## config.mk

```make
export PLATFORM = sky130hd
export DESIGN_NAME = reg_writeback_arbiter_flat
export DESIGN_NICKNAME = d
export VERILOG_FILES = /design/src/rtl/reg_writeback_arbiter_if.sv /design/src/rtl/reg_writeback_arbiter.sv /design/src/flat_wrapper.sv
export SDC_FILE = /design/constraint.sdc
export NUM_CORES = 1
export LEC_CHECK = 0
export ABC_AREA = 1
export CAP_MARGIN = 20
export CORE_MARGIN = 2
export CORE_UTILIZATION = 35
export CTS_CLUSTER_DIAMETER = 200
export DETAILED_ROUTE_END_ITERATION = 8
export PLACE_DENSITY_LB_ADDON = 0.08
export SYNTH_ARGS = -nofsm -noshare
export SYNTH_HDL_FRONTEND = slang
export SYNTH_SLANG_ARGS = --single-unit
export TNS_END_PERCENT = 1
```

## constraint.sdc

```tcl
create_clock -name clk -period 2.8 [get_ports clk]
set_clock_uncertainty 0.2 [all_clocks]
set_input_delay 0.42 -clock clk [delete_from_list [all_inputs] [get_ports clk]]
set_output_delay 0.42 -clock clk [all_outputs]
set_load 0.01 [all_outputs]
```

## src/rtl/reg_writeback_arbiter_if.sv

```systemverilog
// Bundle of the writeback-side signals of reg_writeback_arbiter.
// The slave modport is the arbiter's view. The master modport is the
// environment's view: the writeback stage, the long-latency units, the
// issue stage and the register file write port.
interface reg_writeback_arbiter_if #(
    parameter int WIDTH         = 32,
    parameter int LOG2NUMREGS   = 5,
    parameter int LOG2FIFODEPTH = 2
);
    // Pipeline writeback stream
    logic [LOG2NUMREGS-1:0]   p_reg;
    logic [WIDTH-1:0]         p_data;
    logic                     p_we;
    logic                     p_squashn;

    // Long-latency return stream
    logic [LOG2NUMREGS-1:0]   l_reg;
    logic [WIDTH-1:0]         l_data;
    logic                     l_valid;
    logic                     l_ready;

    // Issue-stage scoreboard access
    logic [LOG2NUMREGS-1:0]   issue_reg;
    logic                     issue_en;
    logic [LOG2NUMREGS-1:0]   a_reg;
    logic [LOG2NUMREGS-1:0]   b_reg;
    logic                     a_pending;
    logic                     b_pending;

    // Register file write port and status
    logic [LOG2NUMREGS-1:0]   c_reg;
    logic [WIDTH-1:0]         c_writedatain;
    logic                     c_we;
    logic [LOG2FIFODEPTH:0]   fifo_count;
    logic                     waw_err;

    modport slave (
        input  p_reg, p_data, p_we, p_squashn,
        input  l_reg, l_data, l_valid,
        input  issue_reg, issue_en, a_reg, b_reg,
        output l_ready, a_pending, b_pending,
        output c_reg, c_writedatain, c_we, fifo_count, waw_err
    );

    modport master (
        output p_reg, p_data, p_we, p_squashn,
        output l_reg, l_data, l_valid,
        output issue_reg, issue_en, a_reg, b_reg,
        input  l_ready, a_pending, b_pending,
        input  c_reg, c_writedatain, c_we, fifo_count, waw_err
    );
endinterface

```

## src/rtl/reg_writeback_arbiter.sv

```systemverilog
// Register-file write-port arbiter.
// The pipeline writeback always wins the write port. Long-latency returns
// wait in a small circular FIFO and drain whenever the pipeline is idle.
// A per-register pending scoreboard lets the issue stage stall reads of
// registers that still have a long-latency write outstanding.
module reg_writeback_arbiter #(
    parameter int WIDTH         = 32,
    parameter int NUMREGS       = 32,
    parameter int LOG2NUMREGS   = 5,
    parameter int FIFODEPTH     = 4,
    parameter int LOG2FIFODEPTH = 2
) (
    input  logic clk,
    input  logic resetn,
    reg_writeback_arbiter_if.slave bus
);
    typedef struct packed {
        logic [LOG2NUMREGS-1:0] rg;
        logic [WIDTH-1:0]       data;
    } entry_t;

    localparam logic [LOG2FIFODEPTH:0]   CNT_ONE  = 1;
    localparam logic [LOG2FIFODEPTH:0]   CNT_FULL = (LOG2FIFODEPTH+1)'(FIFODEPTH);
    localparam logic [LOG2FIFODEPTH-1:0] PTR_ONE  = 1;

    entry_t                   r_mem [FIFODEPTH];
    logic [LOG2FIFODEPTH-1:0] r_wr_ptr;
    logic [LOG2FIFODEPTH-1:0] r_rd_ptr;
    logic [LOG2FIFODEPTH:0]   r_count;

    logic [LOG2NUMREGS-1:0]   r_c_reg;
    logic [WIDTH-1:0]         r_c_data;
    logic                     r_c_we;
    logic                     r_waw_err;

    logic [NUMREGS-1:0]       r_sb;
    logic                     r_clr_valid;
    logic [LOG2NUMREGS-1:0]   r_clr_reg;

    logic                     w_p_acc;
    logic                     w_l_ready;
    logic                     w_push;
    logic                     w_pop;
    entry_t                   w_head;
    logic [NUMREGS-1:0]       w_sb_next;

    // Handshake and arbitration decisions; readiness uses only the registered count
    assign w_p_acc   = bus.p_we & bus.p_squashn & (|bus.p_reg);
    assign w_l_ready = (r_count != CNT_FULL);
    assign w_push    = bus.l_valid & w_l_ready & (|bus.l_reg);
    assign w_pop     = ~w_p_acc & (|r_count);
    assign w_head    = r_mem[r_rd_ptr];

    // Return buffer storage
    // NOTE: storage is deliberately not reset; only the pointers and count
    // define which entries are valid, so stale contents are never observed.
    always_ff @(posedge clk) begin
        if (w_push) begin
            r_mem[r_wr_ptr] <= '{rg: bus.l_reg, data: bus.l_data};
        end
    end

    // Buffer pointers and occupancy; pointers wrap naturally at FIFODEPTH
    // NOTE: sequential state uses non-blocking assignments so every flop
    // samples pre-edge values regardless of statement order.
    always_ff @(posedge clk or negedge resetn) begin
        if (!resetn) begin
            r_wr_ptr <= '0;
            r_rd_ptr <= '0;
            r_count  <= '0;
        end else begin
            if (w_push) r_wr_ptr <= r_wr_ptr + PTR_ONE;
            if (w_pop)  r_rd_ptr <= r_rd_ptr + PTR_ONE;
            case ({w_push, w_pop})
                2'b10:   r_count <= r_count + CNT_ONE;
                2'b01:   r_count <= r_count - CNT_ONE;
                default: r_count <= r_count;
            endcase
        end
    end

    // Registered write port: pipeline first, then the buffer head
    always_ff @(posedge clk or negedge resetn) begin
        if (!resetn) begin
            r_c_we    <= 1'b0;
            r_c_reg   <= '0;
            r_c_data  <= '0;
            r_waw_err <= 1'b0;
        end else begin
            if (w_p_acc) begin
                r_c_we   <= 1'b1;
                r_c_reg  <= bus.p_reg;
                r_c_data <= bus.p_data;
            end else if (w_pop) begin
                r_c_we   <= 1'b1;
                r_c_reg  <= w_head.rg;
                r_c_data <= w_head.data;
            end else begin
                r_c_we   <= 1'b0;
            end
            r_waw_err <= w_p_acc & r_sb[bus.p_reg];
        end
    end

    // Delay the scoreboard clear one cycle past the write: the register file
    // returns old data on a same-edge read/write, so the bit must stay set
    // through the cycle in which c_we is asserted.
    always_ff @(posedge clk or negedge resetn) begin
        if (!resetn) begin
            r_clr_valid <= 1'b0;
            r_clr_reg   <= '0;
        end else begin
            r_clr_valid <= w_pop;
            r_clr_reg   <= w_head.rg;
        end
    end

    // Next scoreboard value: a set on the same register overrides the clear
    always_comb begin
        // NOTE: the default assignment comes first so no path leaves
        // w_sb_next unassigned, which would otherwise infer a latch.
        w_sb_next = r_sb;
        if (r_clr_valid)  w_sb_next[r_clr_reg]     = 1'b0;
        if (bus.issue_en) w_sb_next[bus.issue_reg] = 1'b1;
        w_sb_next[0] = 1'b0;
    end

    // Scoreboard register
    always_ff @(posedge clk or negedge resetn) begin
        if (!resetn) begin
            r_sb <= '0;
        end else begin
            r_sb <= w_sb_next;
        end
    end

    assign bus.l_ready       = w_l_ready;
    assign bus.a_pending     = r_sb[bus.a_reg];
    assign bus.b_pending     = r_sb[bus.b_reg];
    assign bus.c_reg         = r_c_reg;
    assign bus.c_writedatain = r_c_data;
    assign bus.c_we          = r_c_we;
    assign bus.fifo_count    = r_count;
    assign bus.waw_err       = r_waw_err;
endmodule

```

## src/flat_wrapper.sv

```systemverilog
// flat-port wrapper written by rule: the top's interface ports become plain ports
module reg_writeback_arbiter_flat 
#(
    parameter int WIDTH         = 32,
    parameter int NUMREGS       = 32,
    parameter int LOG2NUMREGS   = 5,
    parameter int FIFODEPTH     = 4,
    parameter int LOG2FIFODEPTH = 2
)
  (clk, resetn, bus_p_reg, bus_p_data, bus_p_we, bus_p_squashn, bus_l_reg, bus_l_data, bus_l_valid, bus_issue_reg, bus_issue_en, bus_a_reg, bus_b_reg, bus_l_ready, bus_a_pending, bus_b_pending, bus_c_reg, bus_c_writedatain, bus_c_we, bus_fifo_count, bus_waw_err);
  reg_writeback_arbiter_if #(.WIDTH(WIDTH), .LOG2NUMREGS(LOG2NUMREGS), .LOG2FIFODEPTH(LOG2FIFODEPTH)) bus_i ();
  input  logic clk;
  input  logic resetn;
  input wire logic [$bits(bus_i.p_reg)-1:0] bus_p_reg;
  input wire logic [$bits(bus_i.p_data)-1:0] bus_p_data;
  input wire logic [$bits(bus_i.p_we)-1:0] bus_p_we;
  input wire logic [$bits(bus_i.p_squashn)-1:0] bus_p_squashn;
  input wire logic [$bits(bus_i.l_reg)-1:0] bus_l_reg;
  input wire logic [$bits(bus_i.l_data)-1:0] bus_l_data;
  input wire logic [$bits(bus_i.l_valid)-1:0] bus_l_valid;
  input wire logic [$bits(bus_i.issue_reg)-1:0] bus_issue_reg;
  input wire logic [$bits(bus_i.issue_en)-1:0] bus_issue_en;
  input wire logic [$bits(bus_i.a_reg)-1:0] bus_a_reg;
  input wire logic [$bits(bus_i.b_reg)-1:0] bus_b_reg;
  output wire logic [$bits(bus_i.l_ready)-1:0] bus_l_ready;
  output wire logic [$bits(bus_i.a_pending)-1:0] bus_a_pending;
  output wire logic [$bits(bus_i.b_pending)-1:0] bus_b_pending;
  output wire logic [$bits(bus_i.c_reg)-1:0] bus_c_reg;
  output wire logic [$bits(bus_i.c_writedatain)-1:0] bus_c_writedatain;
  output wire logic [$bits(bus_i.c_we)-1:0] bus_c_we;
  output wire logic [$bits(bus_i.fifo_count)-1:0] bus_fifo_count;
  output wire logic [$bits(bus_i.waw_err)-1:0] bus_waw_err;
  assign bus_i.p_reg = bus_p_reg;
  assign bus_i.p_data = bus_p_data;
  assign bus_i.p_we = bus_p_we;
  assign bus_i.p_squashn = bus_p_squashn;
  assign bus_i.l_reg = bus_l_reg;
  assign bus_i.l_data = bus_l_data;
  assign bus_i.l_valid = bus_l_valid;
  assign bus_i.issue_reg = bus_issue_reg;
  assign bus_i.issue_en = bus_issue_en;
  assign bus_i.a_reg = bus_a_reg;
  assign bus_i.b_reg = bus_b_reg;
  assign bus_l_ready = bus_i.l_ready;
  assign bus_a_pending = bus_i.a_pending;
  assign bus_b_pending = bus_i.b_pending;
  assign bus_c_reg = bus_i.c_reg;
  assign bus_c_writedatain = bus_i.c_writedatain;
  assign bus_c_we = bus_i.c_we;
  assign bus_fifo_count = bus_i.fifo_count;
  assign bus_waw_err = bus_i.waw_err;
  reg_writeback_arbiter #(.WIDTH(WIDTH), .NUMREGS(NUMREGS), .LOG2NUMREGS(LOG2NUMREGS), .FIFODEPTH(FIFODEPTH), .LOG2FIFODEPTH(LOG2FIFODEPTH)) u_core (.clk(clk), .resetn(resetn), .bus(bus_i));
endmodule
```

## Word-level counts from Yosys, hierarchy flattened

Memory sizes are Yosys's and may differ from the RTL's.
Cells that the tools add are included.

| operators by class | value |
|---|---|
| order comparisons | 7 |
| $mul | 0 |
| reduce and logical (&&, ||, !) cells | 7 |
| bitwise gates (word level) | 10 |
| muxes and demuxes | 21 |
| add/sub/neg operators | 4 |
| divide/modulo/power cells | 0 |
| equal/unequal tests | 3 |
| shifts and indexed selects | 0 |

Operators by type and width:

| kind | count |
|---|---|
| two-way mux 32 bit | 4 |
| AND 32 bit | 1 |
| inverter 32 bit | 1 |
| bitwise OR 32 bit | 1 |
| less-than comparator 5 x 6 -> 1 bit (second input constant) | 5 |
| binary-select mux 1 bit (select 5 bit) | 3 |
| demux 1 bit (select 5 bit) | 2 |
| >= comparator 5 x 1 -> 1 bit (second input constant) | 2 |
| two-way mux 5 bit | 2 |
| OR reduction 5 bit | 2 |
| two-way mux 1 bit | 9 |
| AND 1 bit | 6 |
| one-hot mux 3 bit (2 select lines) | 1 |
| adder 2 x 1 -> 2 bit (second input constant) | 2 |
| nonzero test 2 bit | 2 |
| adder 3 x 1 -> 3 bit (second input constant) | 1 |
| != test 3 bit (second input constant) | 1 |
| OR reduction 3 bit | 1 |
| subtractor 3 x 1 -> 3 bit (second input constant) | 1 |
| equality test 2 x 1 -> 1 bit (second input constant) | 1 |
| equality test 2 bit (second input constant) | 1 |
| logical AND 1 bit | 2 |
| inverter 1 bit | 1 |

| word-level totals | value |
|---|---|
| bits in latches | 0 |
| bits in read-only memories | 0 |
| RAM bits | 148 |
| output and inout port bits | 45 |
| register bits | 83 |
| word-level logic and storage cells | 63 |
| input bits | 95 |
| memories kept | 1 |

Memory list:

| name | words | bits a word | read ports | clocked after memory_dff | wr ports | line | RTL |
|---|---|---|---|---|---|---|---|
| u_core.r_mem | 4 | 37 | 1 | 0 | 1 | reg_writeback_arbiter.sv:26 | `entry_t r_mem [FIFODEPTH];` |

## Depth between registers and ports, before layout

Gate-level depths: netlist of run 1.

| depth | value |
|---|---|
| depth after elaboration | 9 |
| gate-level depth with buffers | 13 |

## Worst setup path after synthesis of run 1

OpenSTA, ideal clock, no wires.

| timing | value |
|---|---|
| kind | reg2reg |
| start | reg u_core.r_count[0] (netlist: u_core.bus.fifo_count[0]) |
| end | mem u_core.r_mem[0][0] (netlist bit), enable pin |
| arrival time | 2.545 ns |
| period minus slack after synthesis | 3.176 ns |
| setup time | 0.431 ns |
| slack | -0.376 ns |
| stages on the path, launching flop included | 5 |
| cells stage by stage | dfrtp_1 inv_1 nand3_1 nand3_1 nor2_1 |

| on the way | value |
|---|---|
| longest elaborated chain between the ends | 5 |

RTL lines:

| element | line | RTL |
|---|---|---|
| start, declared | reg_writeback_arbiter.sv:29 | `logic [LOG2FIFODEPTH:0] r_count;` |
| start signal, assigned | reg_writeback_arbiter.sv:75 | `2'b10: r_count <= r_count + CNT_ONE;` |
| start signal, assigned | reg_writeback_arbiter.sv:76 | `2'b01: r_count <= r_count - CNT_ONE;` |
| start signal, assigned | reg_writeback_arbiter.sv:77 | `default: r_count <= r_count;` |
| != test 3 bit | reg_writeback_arbiter.sv:49 | `assign w_l_ready = (r_count != CNT_FULL);` |
| via bus_l_ready | flat_wrapper.sv:25 | `output wire logic [$bits(bus_i.l_ready)-1:0] bus_l_ready;` |
| AND 1 bit (2 in series) | reg_writeback_arbiter.sv:50 | `assign w_push = bus.l_valid & w_l_ready & (\|bus.l_reg);` |
| two-way mux 1 bit | reg_writeback_arbiter.sv:58 | `if (w_push) begin` |
| two-way mux 1 bit (implied by the code) | reg_writeback_arbiter.sv:59 | `r_mem[r_wr_ptr] <= '{rg: bus.l_reg, data: bus.l_data};` |
| end, declared | reg_writeback_arbiter.sv:26 |  |

The timed path passes the listed nets, and every way through them passes these cells.

## Final worst setup path of run 1

| timing | value |
|---|---|
| start | reg u_core.r_sb[6] |
| end | out bus_b_pending |

| on the way | value |
|---|---|
| longest elaborated chain between the ends | 2 |

RTL lines:

| element | line | RTL |
|---|---|---|
| start, declared | reg_writeback_arbiter.sv:36 | `logic [NUMREGS-1:0] r_sb;` |
| start signal, assigned | reg_writeback_arbiter.sv:133 | `r_sb <= w_sb_next;` |
| binary-select mux 1 bit (select 5 bit) | reg_writeback_arbiter.sv:139 | `assign bus.b_pending = r_sb[bus.b_reg];` |
| two-way mux 1 bit (implied by the code) | reg_writeback_arbiter.sv:139 |  |
| end, declared | flat_wrapper.sv:27 | `output wire logic [$bits(bus_i.b_pending)-1:0] bus_b_pending;` |

No other way between the ends. The select of a mux whose other input is x is not followed.

==> impl_metrics.json, run 1 <==
{
  "rsz0062_at_grt": "false",
  "tightest_slew_ns": 0.825,
  "cp_max_fo": 3,
  "cts_tree": "done",
  "setup_viol": 0,
  "cts_sinks": 231,
  "grt_pass1_vias": 7705,
  "antenna_cells": 0,
  "route.detailed.drc": 0,
  "worstPathArrival_ns": 2.06,
  "final.setup.tns_ns": 0,
  "timing.slew.headroom_pct": 45.0,
  "vdd_drop_max_uv": 545,
  "gp_congestion": 0.817,
  "clockBufferDepth": 3,
  "critPathTopFamily": "buffers and inverters",
  "post-route-util_pct": 45.6,
  "drv_slew": 0,
  "clk_pin_slew_worst_paths_ns": 0.06,
  "crit_start": "u_core.r_sb[6]",
  "reg2reg_depth": 8,
  "drive_gt1_share_pct": 9.80,
  "fp.coreArea_mm2": 0.0286,
  "rows": 62,
  "cp.depth": 9,
  "synth_seq_cells": 231,
  "drt_iter0_markers": 378,
  "fillers": 2694,
  "period_minus_slack_ns": 2.68,
  "top_level_ports": 140,
  "syn-cell-area_mm2": 0.0102,
  "worst-path-buf-inv": 2,
  "grt_use_total_pct": 18.4,
  "regArea_mm2": 0.00653,
  "drt-total-wl_um": 27600,
  "clk_latency_ns": 0.52,
  "startpoint_type": "flop",
  "die_x_um": 174,
  "r2r_start": "u_core.bus.fifo_count[1]",
  "p_leak_nw": 5.18,
  "synth_fp_nets": 1101,
  "cp_slowest_stage_delay_ns": 0.52,
  "r2r-end": "u_core.bus.fifo_count[1]",
  "ys_seq_area_share_pct": 64.2,
  "dp_hpwl_um": 17500,
  "pre_cts_ws_ns": 0.00594,
  "grt_max_degree": 84,
  "wl_per_cell_um": 17.7,
  "timing.final.crit_share_pct": 95.7,
  "layout_common_cells": "246 x nand2_1, 148 x edfxtp_1, 136 x clkdlybuf4s50_1, 133 x nand3_1, 117 x o21ai_0",
  "cap_viol_max_count": 0,
  "portBuffers": 139,
  "overflow": 0,
  "regMostFlops": "u_core.r_mem",
  "power.density_mw_per_mm2": 1010,
  "antenna_found_initial": 2,
  "hold_viol": 0,
  "hold_class": "in -> async",
  "floorplan.initialDensity_pct": 35.5,
  "cp.required_ns": 2.18,
  "crit_chain": "inv_1, nand2_1, nand3_1, nand3_1, nand3_1, nand2_1, nand2_1, nand2_1, clkdlybuf4s50_1",
  "fp.dieH_um": 174,
  "avgSynthCellArea_um2": 10.2,
  "crit_end": "bus_b_pending",
  "layout_commonest_cell": "nand2_1",
  "grt_pass1_wl_um": 43400,
  "viasPerCell": 4.93,
  "multi_input_area_mm2": 0.00318,
  "antenna_left": 0,
  "cts-root-buf": "clkbuf_16",
  "status": "complete, no violations",
  "yosys_warnings": 0,
  "num-nets-final": 1255,
  "cts_inserted_buffers": 26,
  "slowest_stage": "clkdlybuf4s50_1",
  "crit_type": "reg -> out",
  "area_growth_syn_to_layout_pct": 28.6,
  "clock.fmax_mhz": 373,
  "rrSetupSlack_ns": 0.67,
  "vias": 7678,
  "largest_reg_flops": 148,
  "cts_max_level": 1,
  "die_area_mm2": 0.0304,
  "worstSetupEndpointType": "primary output",
  "yosys.cell_types.count": 34,
  "cpMostUsedCell": "nand2_1",
  "dr.pass1.iters": 4,
  "setup_ws_ns": 0.119,
  "postSynthCellCount": 1000
}
-- worst min-delay path: stages --
cell and delay, ns:
dlygate4sd3_1 0.53, buf_4 0.11, buf_12 0.35
-- worst min path at each step --
| stage | startpoint | end | slack, ns |
|---|---|---|---|
| after floorplan | resetn | u_core.bus.c_reg[0] | -0.08 |
| after global placement | u_core.bus.c_writedatain[17] | u_core.bus.c_writedatain[17] | 0.28 |
| after detailed placement | u_core.bus.c_writedatain[23] | u_core.bus.c_writedatain[23] | 0.29 |
| after CTS | bus_p_data[24] | u_core.bus.c_writedatain[24] | 0.24 |
| after global routing | bus_p_data[18] | u_core.bus.c_writedatain[18] | 0.25 |
| final | resetn | u_core.bus.c_writedatain[22] | 0.26 |
-- per-stage QoR --
stage | power (mW) | hold WS, ns | area, µm² | std cells
finish | 13.2 | 0.258 | 13100 | 1557
global route | 14.1 | 0.249 | 13100 | 1557
CTS | 13.4 | 0.242 | 13000 | 1557
detailed placement | 10.1 | 0.286 | 12200 | 1509
global placement | 10.0 | 0.283 | 12200 | 1509
floorplan | 7.88 | -0.0756 | 10200 | 1000
-- synthesized netlist by cell type --
master / number / area [µm²]
xor2_1: 2 / 17.5
fa_1: 1 / 20.0
nor2_1: 73 / 274
clkinv_2: 1 / 5.00
nand4_1: 2 / 12.5
o211ai_1: 4 / 30.0
ha_1: 5 / 62.6
clkbuf_1: 19 / 71.3
inv_1: 59 / 221
o21ai_0: 117 / 586
nand3_4: 1 / 17.5
edfxtp_1: 148 / 4440
buf_6: 2 / 22.5
nand3_2: 10 / 100
nor3_1: 1 / 5.00
inv_2: 1 / 3.75
a21oi_1: 8 / 40.0
a31oi_1: 9 / 56.3
nand2_1: 246 / 923
buf_12: 1 / 20.0
nor2_8: 1 / 20.0
nand3b_1: 3 / 22.5
buf_4: 3 / 22.5
o21ai_1: 2 / 10.0
buf_2: 22 / 110
nor2_4: 1 / 11.3
xnor2_1: 2 / 17.5
nor3_2: 1 / 10.0
nand2_2: 10 / 62.6
nand2_4: 2 / 22.5
dfrtp_1: 83 / 2080
o22ai_1: 26 / 163
nand3_1: 133 / 666
clkinv_1: 1 / 3.75
-- power by group --
part	leakage, nW	switching, mW	internal, mW
sequential	2.31	0.727	4.70
combinational	2.46	2.72	1.80
clock	0.413	1.35	1.94
-- per-layer routing --
| metal | routed length (µm) | global-route usage [%] | share of wire, % |
|---|---|---|---|
| met2 | 12800 | 30.0 | 47 |
| met1 | 12500 | 24.7 | 45 |
| met3 | 1400 | 3.15 | 5.1 |
| met5 | 13 | 0 | 0.047 |
| met4 | 826 | 6.37 | 3.0 |
-- timing repair --
action / 4_1_cts / 5_1_grt
buffers inserted: 0 / 0
endpoints found under the setup margin: 0 / 2
gates resized for setup: 0 / 6
hold endpoints to repair: 83 / 0
hold buffers: 1 / 0
-- kinds of logic (layout without fill, tap and decap cells) --
| family | count (synthesis) | after routing | share of synthesized area (%) |
|---|---|---|---|
| buffers and inverters | 109 | 282 | 4.73 |
| XOR/XNOR | 4 | 4 | 0.345 |
| AND/OR/NAND/NOR | 484 | 484 | 21.2 |
| adder cells (fa/ha/maj) | 6 | 6 | 0.814 |
| flip-flops | 231 | 231 | 64.2 |
| AO/OA/AOI/OAI | 166 | 166 | 8.71 |
-- cell type report --
class	count	area share [%]
Sequential cell	231	50.0
Multi-Input combinational cell	660	24.4
Timing Repair Buffer	173	13.8
Clock buffer	30	5.26
Tap cell	384	3.68
Inverter	62	1.79
Clock inverter	17	1.06
No activity file was read; power rests on OpenSTA's default activity.
==> run 2, diff against run 1 <==
--- a/config.mk
+++ b/config.mk
@@ -7,10 +7,13 @@
 export LEC_CHECK = 0
 export ABC_AREA = 1
 export CAP_MARGIN = 20
+export CELL_PAD_IN_SITES_DETAIL_PLACEMENT = 1
+export CELL_PAD_IN_SITES_GLOBAL_PLACEMENT = 1
 export CORE_MARGIN = 2
-export CORE_UTILIZATION = 35
+export CORE_UTILIZATION = 45
 export CTS_CLUSTER_DIAMETER = 200
 export DETAILED_ROUTE_END_ITERATION = 8
+export DONT_BUFFER_PORTS = 1
 export PLACE_DENSITY_LB_ADDON = 0.08
 export SYNTH_ARGS = -nofsm -noshare
 export SYNTH_HDL_FRONTEND = slang
==> impl_metrics.json, run 2 (same netlist as run 1, synthesis figures left out) <==
{
  "status": "complete, no violations",
  "setup_viol": 0,
  "reg2reg_depth": 8,
  "grt_pass1_vias": 8285,
  "cap_viol_max_count": 0,
  "crit_type": "reg -> reg",
  "antenna_left": 0,
  "drive_gt1_share_pct": 8.20,
  "wl_per_cell_um": 21.5,
  "worstPathArrival_ns": 2.61,
  "num-nets-final": 1180,
  "fp.coreArea_mm2": 0.0220,
  "drv_slew": 0,
  "tightest_slew_ns": 0.790,
  "portBuffers": 0,
  "grt_pass1_wl_um": 46200,
  "holdPathStages": 5,
  "grt_max_degree": 84,
  "critPathTopFamily": "adder cells",
  "clkPwrFrac_pct": 25.4,
  "cts_inserted_buffers": 26,
  "crit_chain": "nor3_2, inv_1, nand2_1, inv_2, ha_1, inv_1, fa_1, o21ai_0",
  "rsz0062_at_grt": "false",
  "layout_commonest_cell": "nand2_1",
  "hold_class": "in -> reg",
  "die_area_mm2": 0.0238,
  "clock.fmax_mhz": 422,
  "regMostFlops": "u_core.r_mem",
  "cts_max_level": 1,
  "clk_latency_ns": 0.53,
  "layout_common_cells": "246 x nand2_1, 148 x edfxtp_1, 133 x nand3_1, 117 x o21ai_0, 82 x dfrtp_1",
  "hold_viol": 0,
  "slowest_stage": "nor3_2",
  "grt_use_total_pct": 25.1,
  "route.detailed.drc": 0,
  "largest_reg_flops": 148,
  "startpoint_type": "flop",
  "ctsResizeCount": 0,
  "dp_hpwl_um": 18200,
  "area_growth_syn_to_layout_pct": 19.1,
  "worst-path-buf-inv": 3,
  "die_x_um": 154,
  "r2r_start": "u_core.bus.fifo_count[1]",
  "fp.dieH_um": 154,
  "p_sw_mw": 4.81,
  "power.internal_mw": 7.77,
  "top_level_ports": 140,
  "pre_cts_ws_ns": 0.491,
  "rows": 54,
  "drt_iter0_markers": 464,
  "overflow": 0,
  "floorplan.initialDensity_pct": 46.2,
  "power.total_mw": 12.6,
  "cts_setup_buffers": 0,
  "vias": 7725,
  "viasPerCell": 5.60,
  "rrSetupSlack_ns": 0.43,
  "power.share.switching_pct": 38.2,
  "vdd_drop_max_uv": 718,
  "min_from": "bus_p_reg[2]",
  "setup_ws_ns": 0.430,
  "clockBufferDepth": 3,
  "cp.required_ns": 3.04,
  "worstSetupEndpointType": "flop",
  "cts.hold.buffers_added": 80,
  "p_comb_share_pct": 29.7,
  "p_leak_nw": 4.82,
  "cts-root-buf": "clkbuf_16",
  "gp_congestion": 0.829,
  "cp_slowest_stage_delay_ns": 0.47,
  "dr.pass1.iters": 5,
  "r2r-end": "u_core.bus.fifo_count[1]",
  "clk_pin_slew_worst_paths_ns": 0.06,
  "cts_tree": "done",
  "timing.final.crit_share_pct": 84.6,
  "period_minus_slack_ns": 2.37,
  "pwr-share-seq_pct": 44.8,
  "drt-total-wl_um": 29600,
  "power.density_mw_per_mm2": 1040,
  "cp_max_fo": 4,
  "antenna_found_initial": 1,
  "min_to": "u_core.bus.waw_err",
  "timing.slew.headroom_pct": 47.3,
  "cts_sinks": 231,
  "cpMostUsedCell": "inv_1"
}
## run 2: cell count changes in the layout (fill, tap and decap cells not counted), sizes merged
cell and delta:
buf -15, clkinv -4, diode +1, dlymetal6s2s -2
dlygate4sd3 +78, clkbuf +5, bufinv -1, clkdlybuf4s50 -136
## run 2: worst max-delay path by stage
stage | from | end | slack, ns | cells past startpoint
after floorplan | u_core.bus.fifo_count[0] | u_core.r_mem[0][0] | -0.38 | 4
after global placement | u_core.bus.fifo_count[1] | u_core.bus.fifo_count[1] | 0.50 | 8
after detailed placement | u_core.bus.fifo_count[1] | u_core.bus.fifo_count[1] | 0.49 | 8
after CTS | u_core.bus.fifo_count[1] | u_core.bus.fifo_count[1] | 0.45 | 8
after global routing | u_core.r_sb[2] | bus_a_pending | 0.33 | 8
final | u_core.bus.fifo_count[1] | u_core.bus.fifo_count[1] | 0.43 | 8
## run 2: power by group through the flow
stage / Sequential, mW / Clock, mW / Combinational, mW
global placement: 5.67 / 0 / 3.46
global route: 5.74 / 3.38 / 4.23
detailed placement: 5.69 / 0 / 3.56
CTS: 5.63 / 3.26 / 3.75
finish: 5.64 / 3.20 / 3.74
floorplan: 5.35 / 0 / 2.53
## run 2: through the flow
| stage | utilization (%) | instance area, µm² | TNS [ns] | hold slack [ns] | cells |
|---|---|---|---|---|---|
| 2_1_floorplan | - | 10200 | -55.72 | -0.0756 | 1000 |
| 3_3_place_gp | 47.7 | 10500 | 0 | -0.0735 | 1251 |
| 3_5_place_dp | 47.7 | 10500 | 0 | -0.0735 | 1251 |
| 4_1_cts | 55.1 | 12100 | 0 | 0.0103 | 1378 |
| 5_1_grt | 55.1 | 12100 | 0 | 0.0485 | 1379 |
| 6_report | 55.1 | 12100 | 0 | 0.0187 | 1379 |
## run 2: cell type report
class	instances	area [µm²]
Timing Repair Buffer	98	1000
Inverter	62	234
Clock buffer	35	704
Tap cell	280	350
Sequential cell	231	6520
Multi-Input combinational cell	660	3180
Fill cell	2364	9860
Antenna cell	1	2.50
Clock inverter	12	97.6
## run 2: worst register-to-register path, delay by kind of cell, from the launching register on
kind	cells	cell delay, ns
and+or+nand+nor	2	0.60
adders and majority gates	2	0.61
AOI/OAI and AO/OA	1	0.20
buffers and inverters	3	0.23
DFF	1	0.45
## run 2: layer usage
| layer | global-route usage [%] | part of all wire, % | up-vias |
|---|---|---|---|
| li1 | - | - | 3603 |
| met1 | 32.3 | 43 | 3881 |
| met2 | 44.0 | 50 | 192 |
| met3 | 3.70 | 4.6 | 49 |
| met4 | 7.57 | 2.6 | 0 |
| met5 | 0 | 0 | - |
